===== src/rtl/vga_timing_pkg.sv =====
// vga_timing_pkg: 640x480@60 raster constants shared by the timing generator, renderer and bounce logic
package vga_timing_pkg;
  localparam int H_DISPLAY = 640;
  localparam int H_FRONT = 16;
  localparam int H_SYNC = 96;
  localparam int H_BACK = 48;
  localparam int V_DISPLAY = 480;
  localparam int V_FRONT = 10;
  localparam int V_SYNC = 2;
  localparam int V_BACK = 33;
  localparam int H_TOTAL = H_DISPLAY + H_FRONT + H_SYNC + H_BACK;
  localparam int V_TOTAL = V_DISPLAY + V_FRONT + V_SYNC + V_BACK;
  localparam int DISPLAY_WIDTH = H_DISPLAY;
  localparam int DISPLAY_HEIGHT = V_DISPLAY;
  typedef logic [9:0] coord_t;
endpackage


===== src/rtl/vga_timing_gen_if.sv =====
// vga_timing_gen_if: raster timing bundle; master = generator, slave = renderer/PMOD side
//   hpos/vpos      raster position
//   display_on     visible-area flag
//   line_start     pulse at hpos 0
//   frame_start    pulse at (0,0)
//   frame_count    8-bit frame counter
//   hsync/vsync    delayed syncs
//   display_on_d   display_on delayed like the syncs
interface vga_timing_gen_if;
  import vga_timing_pkg::*;
  coord_t hpos;
  coord_t vpos;
  logic display_on;
  logic line_start;
  logic frame_start;
  logic [7:0] frame_count;
  logic hsync;
  logic vsync;
  logic display_on_d;
  modport master(output hpos, vpos, display_on, line_start, frame_start, frame_count, hsync, vsync, display_on_d);
  modport slave(input hpos, vpos, display_on, line_start, frame_start, frame_count, hsync, vsync, display_on_d);
endinterface


===== src/rtl/sync_delay_line.sv =====
// sync_delay_line: DEPTH-stage shift register with reset fill value; wire when DEPTH = 0
//   clk, rst_n  clock, sync active-low reset
//   d           input word
//   q           d delayed by DEPTH edges
module sync_delay_line #(
  parameter int DEPTH = 1,
  parameter int WIDTH = 3,
  parameter logic [WIDTH-1:0] RESET_VALUE = '0
) (
  input  logic             clk,
  input  logic             rst_n,
  input  logic [WIDTH-1:0] d,
  output logic [WIDTH-1:0] q
);
  if (DEPTH == 0) begin : g_wire
    logic unused_clk_rst;
    assign unused_clk_rst = clk ^ rst_n;
    assign q = d;
  end else begin : g_pipe
    logic [WIDTH-1:0] stage [DEPTH];
    always_ff @(posedge clk) begin
      if (!rst_n) begin
        for (int i = 0; i < DEPTH; i++) stage[i] <= RESET_VALUE;
      end else begin
        stage[0] <= d;
        for (int i = 1; i < DEPTH; i++) stage[i] <= stage[i-1];
      end
    end
    assign q = stage[DEPTH-1];
  end
endmodule


===== src/rtl/vga_timing_gen.sv =====
// vga_timing_gen: free-running VGA raster counters, decode strobes, frame counter and delayed syncs
//   clk    pixel clock
//   rst_n  sync active-low reset
//   vga    timing bundle (master)
module vga_timing_gen #(
  parameter int H_DISPLAY = vga_timing_pkg::H_DISPLAY,
  parameter int H_FRONT = vga_timing_pkg::H_FRONT,
  parameter int H_SYNC = vga_timing_pkg::H_SYNC,
  parameter int H_BACK = vga_timing_pkg::H_BACK,
  parameter int V_DISPLAY = vga_timing_pkg::V_DISPLAY,
  parameter int V_FRONT = vga_timing_pkg::V_FRONT,
  parameter int V_SYNC = vga_timing_pkg::V_SYNC,
  parameter int V_BACK = vga_timing_pkg::V_BACK,
  parameter bit SYNC_POL = 1'b0,
  parameter int PIPE_DELAY = 1
) (
  input logic clk,
  input logic rst_n,
  vga_timing_gen_if.master vga
);
  import vga_timing_pkg::*;
  localparam int HT = H_DISPLAY + H_FRONT + H_SYNC + H_BACK;
  localparam int VT = V_DISPLAY + V_FRONT + V_SYNC + V_BACK;
  if (HT > 1024 || VT > 1024 || PIPE_DELAY < 0 || PIPE_DELAY > 4) begin : g_bad_params
    $error("vga_timing_gen: totals must be <= 1024 and PIPE_DELAY in 0..4");
  end
  localparam coord_t H_LAST = coord_t'(HT - 1);
  localparam coord_t V_LAST = coord_t'(VT - 1);
  localparam coord_t H_VIS = coord_t'(H_DISPLAY);
  localparam coord_t V_VIS = coord_t'(V_DISPLAY);
  localparam coord_t HS_ON = coord_t'(H_DISPLAY + H_FRONT);
  localparam coord_t HS_OFF = coord_t'(H_DISPLAY + H_FRONT + H_SYNC);
  localparam coord_t VS_ON = coord_t'(V_DISPLAY + V_FRONT);
  localparam coord_t VS_OFF = coord_t'(V_DISPLAY + V_FRONT + V_SYNC);
  coord_t h, v, h_nx, v_nx;
  logic display_on, line_start, frame_start, hs_raw, vs_raw, f_nx;
  logic [7:0] frame_count;
  logic [2:0] dly_q;
  always_comb begin
    h_nx = (h == H_LAST) ? '0 : h + 1'b1;
    v_nx = (h != H_LAST) ? v : (v == V_LAST) ? '0 : v + 1'b1;
    f_nx = (h_nx == '0) && (v_nx == '0);
  end
  // Every flag is decoded from the next-state counters so it lines up with the hpos/vpos registered on the same edge.
  always_ff @(posedge clk) begin
    if (!rst_n) begin
      h <= H_LAST;
      v <= V_LAST;
      display_on <= 1'b0;
      line_start <= 1'b0;
      frame_start <= 1'b0;
      frame_count <= '0;
      hs_raw <= !SYNC_POL;
      vs_raw <= !SYNC_POL;
    end else begin
      h <= h_nx;
      v <= v_nx;
      display_on <= (h_nx < H_VIS) && (v_nx < V_VIS);
      line_start <= h_nx == '0;
      frame_start <= f_nx;
      frame_count <= frame_count + {7'd0, f_nx};
      hs_raw <= (h_nx >= HS_ON && h_nx < HS_OFF) ? SYNC_POL : !SYNC_POL;
      vs_raw <= (v_nx >= VS_ON && v_nx < VS_OFF) ? SYNC_POL : !SYNC_POL;
    end
  end
  sync_delay_line #(
    .DEPTH(PIPE_DELAY),
    .WIDTH(3),
    .RESET_VALUE({!SYNC_POL, !SYNC_POL, 1'b0})
  ) u_sync_delay (
    .clk(clk),
    .rst_n(rst_n),
    .d({hs_raw, vs_raw, display_on}),
    .q(dly_q)
  );
  assign vga.hpos = h;
  assign vga.vpos = v;
  assign vga.display_on = display_on;
  assign vga.line_start = line_start;
  assign vga.frame_start = frame_start;
  assign vga.frame_count = frame_count;
  assign vga.hsync = dly_q[2];
  assign vga.vsync = dly_q[1];
  assign vga.display_on_d = dly_q[0];
endmodule


===== src/flat_wrapper.sv =====
// flat-port wrapper written by rule: the top's interface ports become plain ports
module vga_timing_gen_flat import vga_timing_pkg::*;
#(
  parameter int H_DISPLAY = vga_timing_pkg::H_DISPLAY,
  parameter int H_FRONT = vga_timing_pkg::H_FRONT,
  parameter int H_SYNC = vga_timing_pkg::H_SYNC,
  parameter int H_BACK = vga_timing_pkg::H_BACK,
  parameter int V_DISPLAY = vga_timing_pkg::V_DISPLAY,
  parameter int V_FRONT = vga_timing_pkg::V_FRONT,
  parameter int V_SYNC = vga_timing_pkg::V_SYNC,
  parameter int V_BACK = vga_timing_pkg::V_BACK,
  parameter bit SYNC_POL = 1'b0,
  parameter int PIPE_DELAY = 1
)
  (clk, rst_n, vga_hpos, vga_vpos, vga_display_on, vga_line_start, vga_frame_start, vga_frame_count, vga_hsync, vga_vsync, vga_display_on_d);
  vga_timing_gen_if vga_i ();
  input logic clk;
  input logic rst_n;
  output wire logic [$bits(vga_i.hpos)-1:0] vga_hpos;
  output wire logic [$bits(vga_i.vpos)-1:0] vga_vpos;
  output wire logic [$bits(vga_i.display_on)-1:0] vga_display_on;
  output wire logic [$bits(vga_i.line_start)-1:0] vga_line_start;
  output wire logic [$bits(vga_i.frame_start)-1:0] vga_frame_start;
  output wire logic [$bits(vga_i.frame_count)-1:0] vga_frame_count;
  output wire logic [$bits(vga_i.hsync)-1:0] vga_hsync;
  output wire logic [$bits(vga_i.vsync)-1:0] vga_vsync;
  output wire logic [$bits(vga_i.display_on_d)-1:0] vga_display_on_d;
  assign vga_hpos = vga_i.hpos;
  assign vga_vpos = vga_i.vpos;
  assign vga_display_on = vga_i.display_on;
  assign vga_line_start = vga_i.line_start;
  assign vga_frame_start = vga_i.frame_start;
  assign vga_frame_count = vga_i.frame_count;
  assign vga_hsync = vga_i.hsync;
  assign vga_vsync = vga_i.vsync;
  assign vga_display_on_d = vga_i.display_on_d;
  vga_timing_gen #(.H_DISPLAY(H_DISPLAY), .H_FRONT(H_FRONT), .H_SYNC(H_SYNC), .H_BACK(H_BACK), .V_DISPLAY(V_DISPLAY), .V_FRONT(V_FRONT), .V_SYNC(V_SYNC), .V_BACK(V_BACK), .SYNC_POL(SYNC_POL), .PIPE_DELAY(PIPE_DELAY)) u_core (.clk(clk), .rst_n(rst_n), .vga(vga_i));
endmodule

===== config.mk =====
export PLATFORM = sky130hd
export DESIGN_NAME = vga_timing_gen_flat
export DESIGN_NICKNAME = d
export VERILOG_FILES = /design/src/rtl/vga_timing_pkg.sv /design/src/rtl/vga_timing_gen_if.sv /design/src/rtl/sync_delay_line.sv /design/src/rtl/vga_timing_gen.sv /design/src/flat_wrapper.sv
export SDC_FILE = /design/constraint.sdc
export NUM_CORES = 1
export LEC_CHECK = 0
export ABC_CLOCK_PERIOD_IN_PS = 5900
export CAP_MARGIN = 30
export CORE_AREA = 4 4 74 76
export CTS_CLUSTER_SIZE = 14
export DETAILED_ROUTE_END_ITERATION = 8
export DIE_AREA = 0 0 78 80
export SYNTH_ARGS = -nofsm -noshare
export SYNTH_HDL_FRONTEND = slang
export SYNTH_SLANG_ARGS = --single-unit

===== constraint.sdc =====
create_clock -name clk -period 5.9 [get_ports clk]
set_input_delay 1.475 -clock clk [delete_from_list [all_inputs] [get_ports clk]]
set_output_delay 1.475 -clock clk [all_outputs]
set_load 0.1 [all_outputs]

=== After elaboration in Yosys (flattened, before gate mapping) ===
Memories as Yosys holds them, arrays and structs flattened.
Index checks and enable logic that the tools add are counted.

* Flip-flop bits (word level): 33
* Memory bits (writable): 3
* Input port bits: 2
* Memories kept: 1

{| class="wikitable"
|+ Memories
! memory !! words !! width !! rd ports !! clocked after memory_dff !! wr ports !! RTL line !! RTL
|-
| u_core.u_sync_delay.g_pipe.stage || 1 || 3 || 1 || 0 || 1 || sync_delay_line.sv:20 || <nowiki>logic [WIDTH-1:0] stage [DEPTH];</nowiki>
|}

* Add/sub/neg operators: 3
* $lt $le $gt $ge: 6
* Equal/unequal tests: 3
* Multiplexer cells: 9
* Reduce and logical (&&, ||, !) cells: 7

{| class="wikitable"
|+ Operator list
! kind !! count
|-
| 10-bit 2-to-1 mux || 3
|-
| 10-bit by 1-bit adder with 10-bit output, second input constant || 2
|-
| 10-bit equality test, second input constant || 2
|-
| 10-bit logical NOT || 2
|-
| 10-bit less-than comparator, second input constant || 2
|-
| 10-bit by 9-bit less-than comparator with 1-bit output, second input constant || 2
|-
| 10-bit greater-or-equal comparator, second input constant || 1
|-
| 10-bit by 9-bit greater-or-equal comparator with 1-bit output, second input constant || 1
|-
| 10-bit != test, second input constant || 1
|-
| 8-bit by 1-bit adder with 8-bit output || 1
|-
| 1-bit 2-to-1 mux || 5
|-
| 1-bit logical AND || 4
|-
| 3-bit 2-to-1 mux || 1
|-
| 3-bit OR reduction || 1
|}

=== Depth between registers and ports, before layout ===
Gate-level depths: netlist of run 1.

* Depth in word-level cells: 6
* Depth in mapped cells: 13
* Depth with buffers taken out: 13

=== By module ===
From an unflattened synthesis of run 1, not the netlist that was laid out.

* Cell total of the unflattened synthesis: 210
* Area, all modules: 1828.0 um^2

{| class="wikitable"
|+ Modules (own cells, without submodules)
! module !! instances !! cells an instance !! area an instance (um^2)
|-
| vga_timing_gen || 1 || 204 || 1749.2
|-
| sync_delay_line || 1 || 6 || 78.8
|}

=== Least setup slack after synthesis of run 1 ===
OpenSTA, ideal clock, no wires.

* Kind: flip-flop to flip-flop
* Start point: reg u_core.h[0], in the netlist u_core.vga.hpos[0]
* End point: reg u_core.frame_count[5], in the netlist u_core.vga.frame_count[5]
* Setup time: 0.067 ns
* Data arrival time: 3.493 ns
* Slack: 2.340 ns
* Cell stages (with the launch flop): 13
* Clock period less this slack: 3.560 ns
* Path through: dfxtp_1 > ha_1 > nand4_2 > or3_1 > clkbuf_1 > a21oi_1 > nand3_1 > nor4_1 > ha_1 > and3_1 > nand3_1 > xor2_1 > nor2_1

* Cells in the longest elaborated chain, start to end: 5
* Elaborated cells between the ends (all ways): 9
* Classes of those cells: add/sub (2); eq/ne (2); mux (2); reduce/logical (3)

{| class="wikitable"
|+ Ends and longest elaborated chain
! what !! RTL line !! RTL
|-
| from (decl) || vga_timing_gen.sv:35 || <nowiki>coord_t h, v, h_nx, v_nx;</nowiki>
|-
| from (signal assigned) || vga_timing_gen.sv:56 || <nowiki>h <= h_nx;</nowiki>
|-
| 10-bit by 1-bit adder with 10-bit output (tied with other cells) || vga_timing_gen.sv:40 || <nowiki>h_nx = (h == H_LAST) ? '0 : h + 1'b1;</nowiki>
|-
| 10-bit 2-to-1 mux, on equally long branches || vga_timing_gen.sv:40, vga_timing_gen.sv:41 ||
|-
| 10-bit logical NOT || vga_timing_gen.sv:42 || <nowiki>f_nx = (h_nx == '0) && (v_nx == '0);</nowiki>
|-
| 1-bit logical AND * || vga_timing_gen.sv:42 ||
|-
| via u_core.f_nx || vga_timing_gen.sv:36 || <nowiki>logic display_on, line_start, frame_start, hs_raw, vs_raw, f_nx;</nowiki>
|-
| 8-bit by 1-bit adder with 8-bit output * || vga_timing_gen.sv:61 || <nowiki>frame_count <= frame_count + {7'd0, f_nx};</nowiki>
|-
| to (signal assigned) || vga_timing_gen.sv:61 ||
|-
| to (decl) || vga_timing_gen.sv:37 || <nowiki>logic [7:0] frame_count;</nowiki>
|}

Mark *: on every way through the listed nets, which the timed path passes. The rest lies on a longest branch.
A chain may end at the register's enable or synchronous reset.

=== Worst setup path after layout of run 1 ===
* Start point: reg u_core.h[5], in the netlist u_core.vga.hpos[5]
* End point: out vga_hpos[5]

{| class="wikitable"
|+ RTL lines
! what !! RTL line !! RTL
|-
| to (decl) || flat_wrapper.sv:19 || <nowiki>output wire logic [$bits(vga_i.hpos)-1:0] vga_hpos;</nowiki>
|}

No word-level cell between the ends.

==> summary.txt, run 1 <==
Run status
  • Outcome: complete, no violations

Worst setup path
  • Critical Path RT: ~4.4 ns
  • Worst setup EP type: output port
  • Critical path type: flop to output port
  • CP Data Arrival Time: between 2 and 2.5 ns
  • Top delay family on crit path: buffers and inverters
  • Critical Path Slowest Stage Cell: clkdlybuf4s50_1
  • Cell breakdown of the critical path: clkdlybuf4s50_1
  • CP max stage delay: roughly 1.2 ns
  • WP buf/inv: 1
  • CP max FO: 17
  • RR Startpoint: u_core.vga.hpos[0]
  • Startpoint types: flop
  • Critical Path Source: u_core.vga.hpos[5]

Clock tree
  • CTS buffer count: 5
  • Post-CTS Setup Inserts: 0
  • Clock transition at the registers of the reported paths: ~0.07 ns
  • Clock Latency Late Sink: 0.29 ns
  • CTS root buffer: clkbuf_8
  • CTS H-Tree Depth: 2
  • PostCTS Resize Cnt: 0
  • Clock Path Buffers: 2
  • CTS tree: built
  • Sink Count: 36
  • CTS Hold Buffers Added: 0

Routing
  • Vias: 1654
  • Drt drc: 0
  • WL per Instance: between 10 and 15 um
  • Detailed Route WL: around 4.4 mm
  • DR iter-0 viols: between 80 and 90
  • Via/cell ratio: roughly 5.3
  • Final ANT Viol Nets: 0
  • DR pass1 iterations: 4

Layout
  • Final non-filler cell total: 311
  • Syn-to-layout area delta: 24.3%
  • Final #Nets: around 250
  • Share of cells above drive strength 1: 0.0656
  • Multi-input gate area: 1060 sq um
  • Most frequent cells in the layout: 36 x dfxtp_1, 35 x clkdlybuf4s50_1, 24 x nor2_1
  • ANT cells: 0
  • Commonest non-fill, non-tap cell in the layout: dfxtp_1
  • Fillers: approximately 470
  • Sequential Area: 721 sq um

STA
  • RSZ-0062 raised after global routing: no
  • Post-layout minimum cycle time: 3.66 ns
  • Pins over their slew limit: 0
  • FMAX: between 0.2 and 0.3 GHz
  • Setup Viol. Count Final: 0
  • Fin crit share: 0.620
  • Max_slew headroom: 0.347
  • Worst Tran Pin Value: 0.977 ns
  • Hold Violations, Final: 0
  • Worst Skew: around 0.015 ns
  • Setup TNS: 0 ns

Logic synthesis
  • Mapped Area: about 1900 sq um
  • Seq cells post-synth: 36
  • Leading area contributor after synthesis: dfxtp_1
  • Mapped Nets: 222
  • Yosys cell types: 50
  • Asr flop ratio synth: 0
  • Seq/Total Area, Yosys: 0.384
  • Area contributors post-synth: dfxtp_1 38%, xnor2_1 5.6%, nor2_1 4.8%, ha_1 4.0%, xor2_1 3.7%
  • Top_reg_cell synth: dfxtp_1
  • Synth top area share: 0.384
  • Yosys Warn Count: 0
  • Synth Instances: between 200 and 250
  • Syn Area/Cell: around 9 sq um
  • EDFF count, synth: 0

Global route
  • Gr usage total: 0.152
  • Residual overflow from global routing: 0
  • Initial antenna violation count: 0
  • First-pass GRT wire length: 7.53 mm
  • Vias in the first global route: between 1.5k and 2k
  • Largest net degree at the start of global routing: 18

Floorplan
  • Ports: 36
  • Die footprint: approximately 6200 sq um
  • FP Rows: 25
  • Initial Util: 0.397
  • Die Y: ~80 um
  • Core area: between 4000 and 5000 sq um
  • Die width: just under 80 um

Power and ir drop
  • Clock power frac: 0.140
  • Sequential Power Share: 0.286
  • PwrDens: ~560 nW/um^2
  • Sw Ratio: 0.540
  • Leakage: ~0.0008 uW
  • Worst IR Drop VDD: approximately 0.33 mV
  • Int Pwr: about 610 uW
  • P_sw: 709 uW
  • Logic pwr share: 0.574

Worst hold path
  • Class of the worst hold path: flop to flop
  • Hold path start: u_core.vs_raw

Run
  • Max Cap Viol: 0

Placement
  • Inst Count DP: slightly above 300
  • HPWL after DPL: between 3 and 4 mm
  • GPL Wtd Cong: just under 0.8
  • I/O Buffers: 35
layout make-up:
type | instances | share of cell area
Multi-Input combinational cell | 158 | 0.453
Sequential cell | 36 | 0.309
Timing Repair Buffer | 35 | 0.150
Clock buffer | 7 | 0.0370
Tap cell | 67 | 0.0360
Inverter | 7 | 0.0113
Clock inverter | 1 | 0.00322
layer usage:
layer / wire [um] / GRT usage
met5: 0 / 0
met4: 53 / 0.0577
met3: 198 / 0.0406
met2: 2130 / 0.247
met1: 2050 / 0.192
state kept, by name, summed over array words and instances (netlist names):
register / flops
u_core.hs_raw: 1
u_core.u_sync_delay.g_pipe.stage: 3
u_core.vga.display_on: 1
u_core.vga.frame_count: 8
u_core.vga.frame_start: 1
u_core.vga.hpos: 10
u_core.vga.line_start: 1
u_core.vga.vpos: 10
u_core.vs_raw: 1
cell usage after synthesis (all sizes together), types with 2 or more instances:
master / count
o21ai: 9
nand4: 9
a31oi: 3
o22ai: 3
nor2: 24
buf: 7
clkbuf: 6
inv: 7
xnor2: 12
dfxtp: 36
or3: 4
and2: 3
nor4: 9
nand4b: 2
nand2: 7
xor2: 8
nor3: 6
a221o: 2
and3: 5
a21oi: 9
nand2b: 7
ha: 6
nand3: 12
worst paths after layout:
path | end | slack [ns] | depth (start not counted)
min reg2reg | u_core.u_sync_delay.g_pipe.stage[0][1] | 0.41 | 1
max reg2reg | u_core.vga.frame_count[5] | 2.69 | 11
max | vga_hpos[5] | 2.24 | 1
min | u_core.u_sync_delay.g_pipe.stage[0][1] | 0.41 | 1
power by group through the flow:
stage,combinational (uW),clock [uW],sequential [uW]
after floorplan,385,0,608
after global placement,752,0,381
after detailed placement,750,0,380
after CTS,754,191,375
after global routing,805,199,390
final,755,184,376
per-stage QoR:
stage | cell area [sq um] | hold slack [ns] | power [uW] | utilization | setup slack [ns]
2_1_floorplan | 1880 | 0.386 | 993 | - | 2.34
3_3_place_gp | 2240 | 0.398 | 1130 | 0.474 | 2.55
3_5_place_dp | 2240 | 0.396 | 1130 | 0.474 | 2.52
4_1_cts | 2330 | 0.413 | 1320 | 0.494 | 2.21
5_1_grt | 2330 | 0.444 | 1390 | 0.494 | 2.12
6_report | 2330 | 0.408 | 1310 | 0.494 | 2.24
cell families after synthesis:
family	Yosys count	synth area share
flip-flops	36	0.384
AO/OA/AOI/OAI	36	0.126
adder cells (fa/ha/maj)	6	0.0400
buffers and inverters	20	0.0527
AND/OR/NAND/NOR	96	0.304
XOR/XNOR	20	0.0934
(Power assumes the default switching activity.)
==> run 2, diff against run 1 <==
--- a/config.mk
+++ b/config.mk
@@ -5,12 +5,13 @@
 export SDC_FILE = /design/constraint.sdc
 export NUM_CORES = 1
 export LEC_CHECK = 0
-export ABC_CLOCK_PERIOD_IN_PS = 5900
+export ABC_CLOCK_PERIOD_IN_PS = 3000
 export CAP_MARGIN = 30
 export CORE_AREA = 4 4 74 76
 export CTS_CLUSTER_SIZE = 14
 export DETAILED_ROUTE_END_ITERATION = 8
 export DIE_AREA = 0 0 78 80
+export PLACE_DENSITY = 0.65
 export SYNTH_ARGS = -nofsm -noshare
 export SYNTH_HDL_FRONTEND = slang
 export SYNTH_SLANG_ARGS = --single-unit
==> constraint.sdc (replaced) <==
create_clock -name clk -period 3 [get_ports clk]
set_input_delay 0.75 -clock clk [delete_from_list [all_inputs] [get_ports clk]]
set_output_delay 0.75 -clock clk [all_outputs]
set_load 0.1 [all_outputs]
==> run 2 against run 1 <==
- routed wire length is 2.3% higher
- hold slack better by 0.0081 ns
- sequential cell count stayed put
- global-route usage is 0.30 points higher
- die area stayed put
- critical path depth is 10 higher
- utilization is 2.3 points higher
- first-iteration DRC count is 100% higher
- via count is 2.1% higher
- final cell count is 2.9% higher
- clock power is 130% higher
- largest cell class unchanged
- largest power group unchanged
==> summary.txt, run 2 (synthesis gave the netlist of run 1 again) <==
Run status
  • Outcome: complete, no violations (unchanged)

Clock tree
  • Clock transition at the registers of the reported paths: 0.08 ns (was 0.07 ns)
  • CTS tree: built (unchanged)
  • CTS buffer count: 5 (unchanged)
  • Clock Path Buffers: 2 (unchanged)
  • CTS root buffer: clkbuf_8 (unchanged)
  • CTS H-Tree Depth: 2 (unchanged)
  • Clock Latency Late Sink: 0.29 ns (about the same)
  • Sink Count: 36 (unchanged)

Layout
  • Syn-to-layout area delta: 30.1% (was 24.3%)
  • Commonest non-fill, non-tap cell in the layout: buf_4 (was dfxtp_1)
  • Share of cells above drive strength 1: 0.328 (was 0.0656)
  • Final #Nets: 260 (was 251)
  • Most frequent cells in the layout: 43 x buf_4, 24 x nor2_1, 18 x dfxtp_1 (was 36 x dfxtp_1, 35 x clkdlybuf4s50_1, 24 x nor2_1)
  • Final non-filler cell total: 320 (was 311)
  • ANT cells: 0 (unchanged)
  • Fillers: 447 (was 468)

Global route
  • Vias in the first global route: 1598 (was 1575)
  • Gr usage total: 0.155 (was 0.152)
  • Largest net degree at the start of global routing: 18 (unchanged)
  • Initial antenna violation count: 0 (unchanged)
  • Residual overflow from global routing: 0 (unchanged)
  • First-pass GRT wire length: 7.69 mm (was 7.53 mm)

Power and ir drop
  • Power, Total: 2780 uW (was 1310 uW)
  • PwrDens: 1140 nW/um^2 (was 564 nW/um^2)
  • Leakage: 0.000946 uW (was 0.000820 uW)
  • Worst IR Drop VDD: 0.652 mV (was 0.326 mV)

Routing
  • Detailed Route WL: 4.53 mm (was 4.43 mm)
  • Vias: 1689 (was 1654)
  • Via/cell ratio: 5.28 (was 5.32)
  • Final ANT Viol Nets: 0 (unchanged)
  • DR pass1 iterations: 5 (was 4)
  • Drt drc: 0 (unchanged)
  • DR iter-0 viols: 170 (was 84)
  • WL per Instance: 14.2 um (was 14.3 um)

STA
  • Pins over their slew limit: 0 (unchanged)
  • Fin crit share: 0.921
  • Worst Tran Pin Value: 0.484 ns (was 0.977 ns)
  • Worst Skew: 0.00852 ns (was 0.0147 ns)
  • FMAX: about 0.36 GHz
  • Post-layout minimum cycle time: approximately 2.8 ns
  • Setup Viol. Count Final: 0 (unchanged)
  • Hold Violations, Final: 0 (unchanged)
  • Max_slew headroom: 0.673 (was 0.347)
  • Setup TNS: 0 ns (unchanged)
  • RSZ-0062 raised after global routing: no (unchanged)

Run
  • Max Cap Viol: 0 (unchanged)

Worst setup path
  • Startpoint types: flop (unchanged)
  • Reg-to-reg slack, setup: 0.24 ns (was 2.69 ns)
  • Worst setup EP type: flop (was output port)
  • Critical Path RT: 3.18 ns (was 4.43 ns)
  • CP max FO: 8 (was 17)
  • CP Data Arrival Time: 2.94 ns (was 2.18 ns)
  • Critical path type: flop to flop (was flop to output port)

Floorplan
  • Initial Util: 0.397 (unchanged)
  • Die Y: 80 um (unchanged)
  • Die footprint: 6240 sq um (unchanged)
  • Ports: 36 (unchanged)
  • Die width: 78 um (unchanged)
  • FP Rows: 25 (unchanged)
  • Core area: 4720 sq um (unchanged)

Placement
  • Inst Count DP: 311 (was 303)
  • I/O Buffers: 35 (unchanged)
  • HPWL after DPL: 3.25 mm (was 3.11 mm)
  • GPL Wtd Cong: 0.796 (was 0.786)

Worst hold path
  • Class of the worst hold path: flop to flop (unchanged)
==> run 2: per-stage QoR <==
stage	instance area (sq um)	util	setup slack, ns	hold WS (ns)
floorplan	1910	-	0.000205	0.386
global placement	2240	0.475	0.175	0.391
detailed placement	2240	0.475	0.0320	0.398
CTS	2360	0.500	0.0380	0.422
global route	2440	0.517	0.0410	0.432
finish	2440	0.517	0.237	0.416
==> run 2: cell type report <==
| type | instances | area [sq um] | share of cell area |
|---|---|---|---|
| timing repair buffer | 44 | 333 | 0.136 |
| inverter | 7 | 26.3 | 0.0108 |
| sequential | 36 | 753 | 0.309 |
| tap | 67 | 83.8 | 0.0344 |
| multi-input combinational | 158 | 1130 | 0.465 |
| clock inverter | 3 | 41.3 | 0.0169 |
| clock buffer | 5 | 68.8 | 0.0282 |
==> run 2: per-layer routing <==
metal,part of all wire,GRT usage,wire (um),vias up
met3,0.054,0.0372,245,9
li1,-,-,-,846
met4,0.018,0.0594,82,0
met2,0.45,0.241,2050,46
met1,0.47,0.207,2150,788
met5,0,0,0,-
==> run 2: where the power goes <==
| group | internal, uW | switching [uW] |
|---|---|---|
| Combinational | 495 | 1100 |
| Sequential | 582 | 185 |
| Clock | 246 | 182 |
==> run 2: timing repair <==
| item | CTS | global route |
|---|---|---|
| endpoints found under the setup margin | 2 | 7 |
| buffers inserted | 0 | 1 |
| pin swaps | 0 | 3 |
| resized for setup | 1 | 10 |
| hold buffers | 0 | 0 |
| gates cloned | 0 | 0 |
==> run 2: final timing paths <==
path                       from                                      to  cells past startpoint
min reg2reg       u_core.vs_raw  u_core.u_sync_delay.g_pipe.stage[0][1]                      1
max reg2reg  u_core.vga.hpos[7]               u_core.vga.frame_count[4]                     11
min               u_core.vs_raw  u_core.u_sync_delay.g_pipe.stage[0][1]                      1
max          u_core.vga.hpos[7]               u_core.vga.frame_count[4]                     11
==> run 2: worst max-delay path: stages (launching register included) <==
cell and delay (ns):
dfxtp_2 0.32, nand4bb_2 0.48, nor4_4 0.42, xnor2_2 0.17, nand4_1 0.13, nand2b_1 0.18
nor4_1 0.22, ha_1 0.23, ha_1 0.22, nand3_1 0.11, xor2_1 0.15, nor2_1 0.05
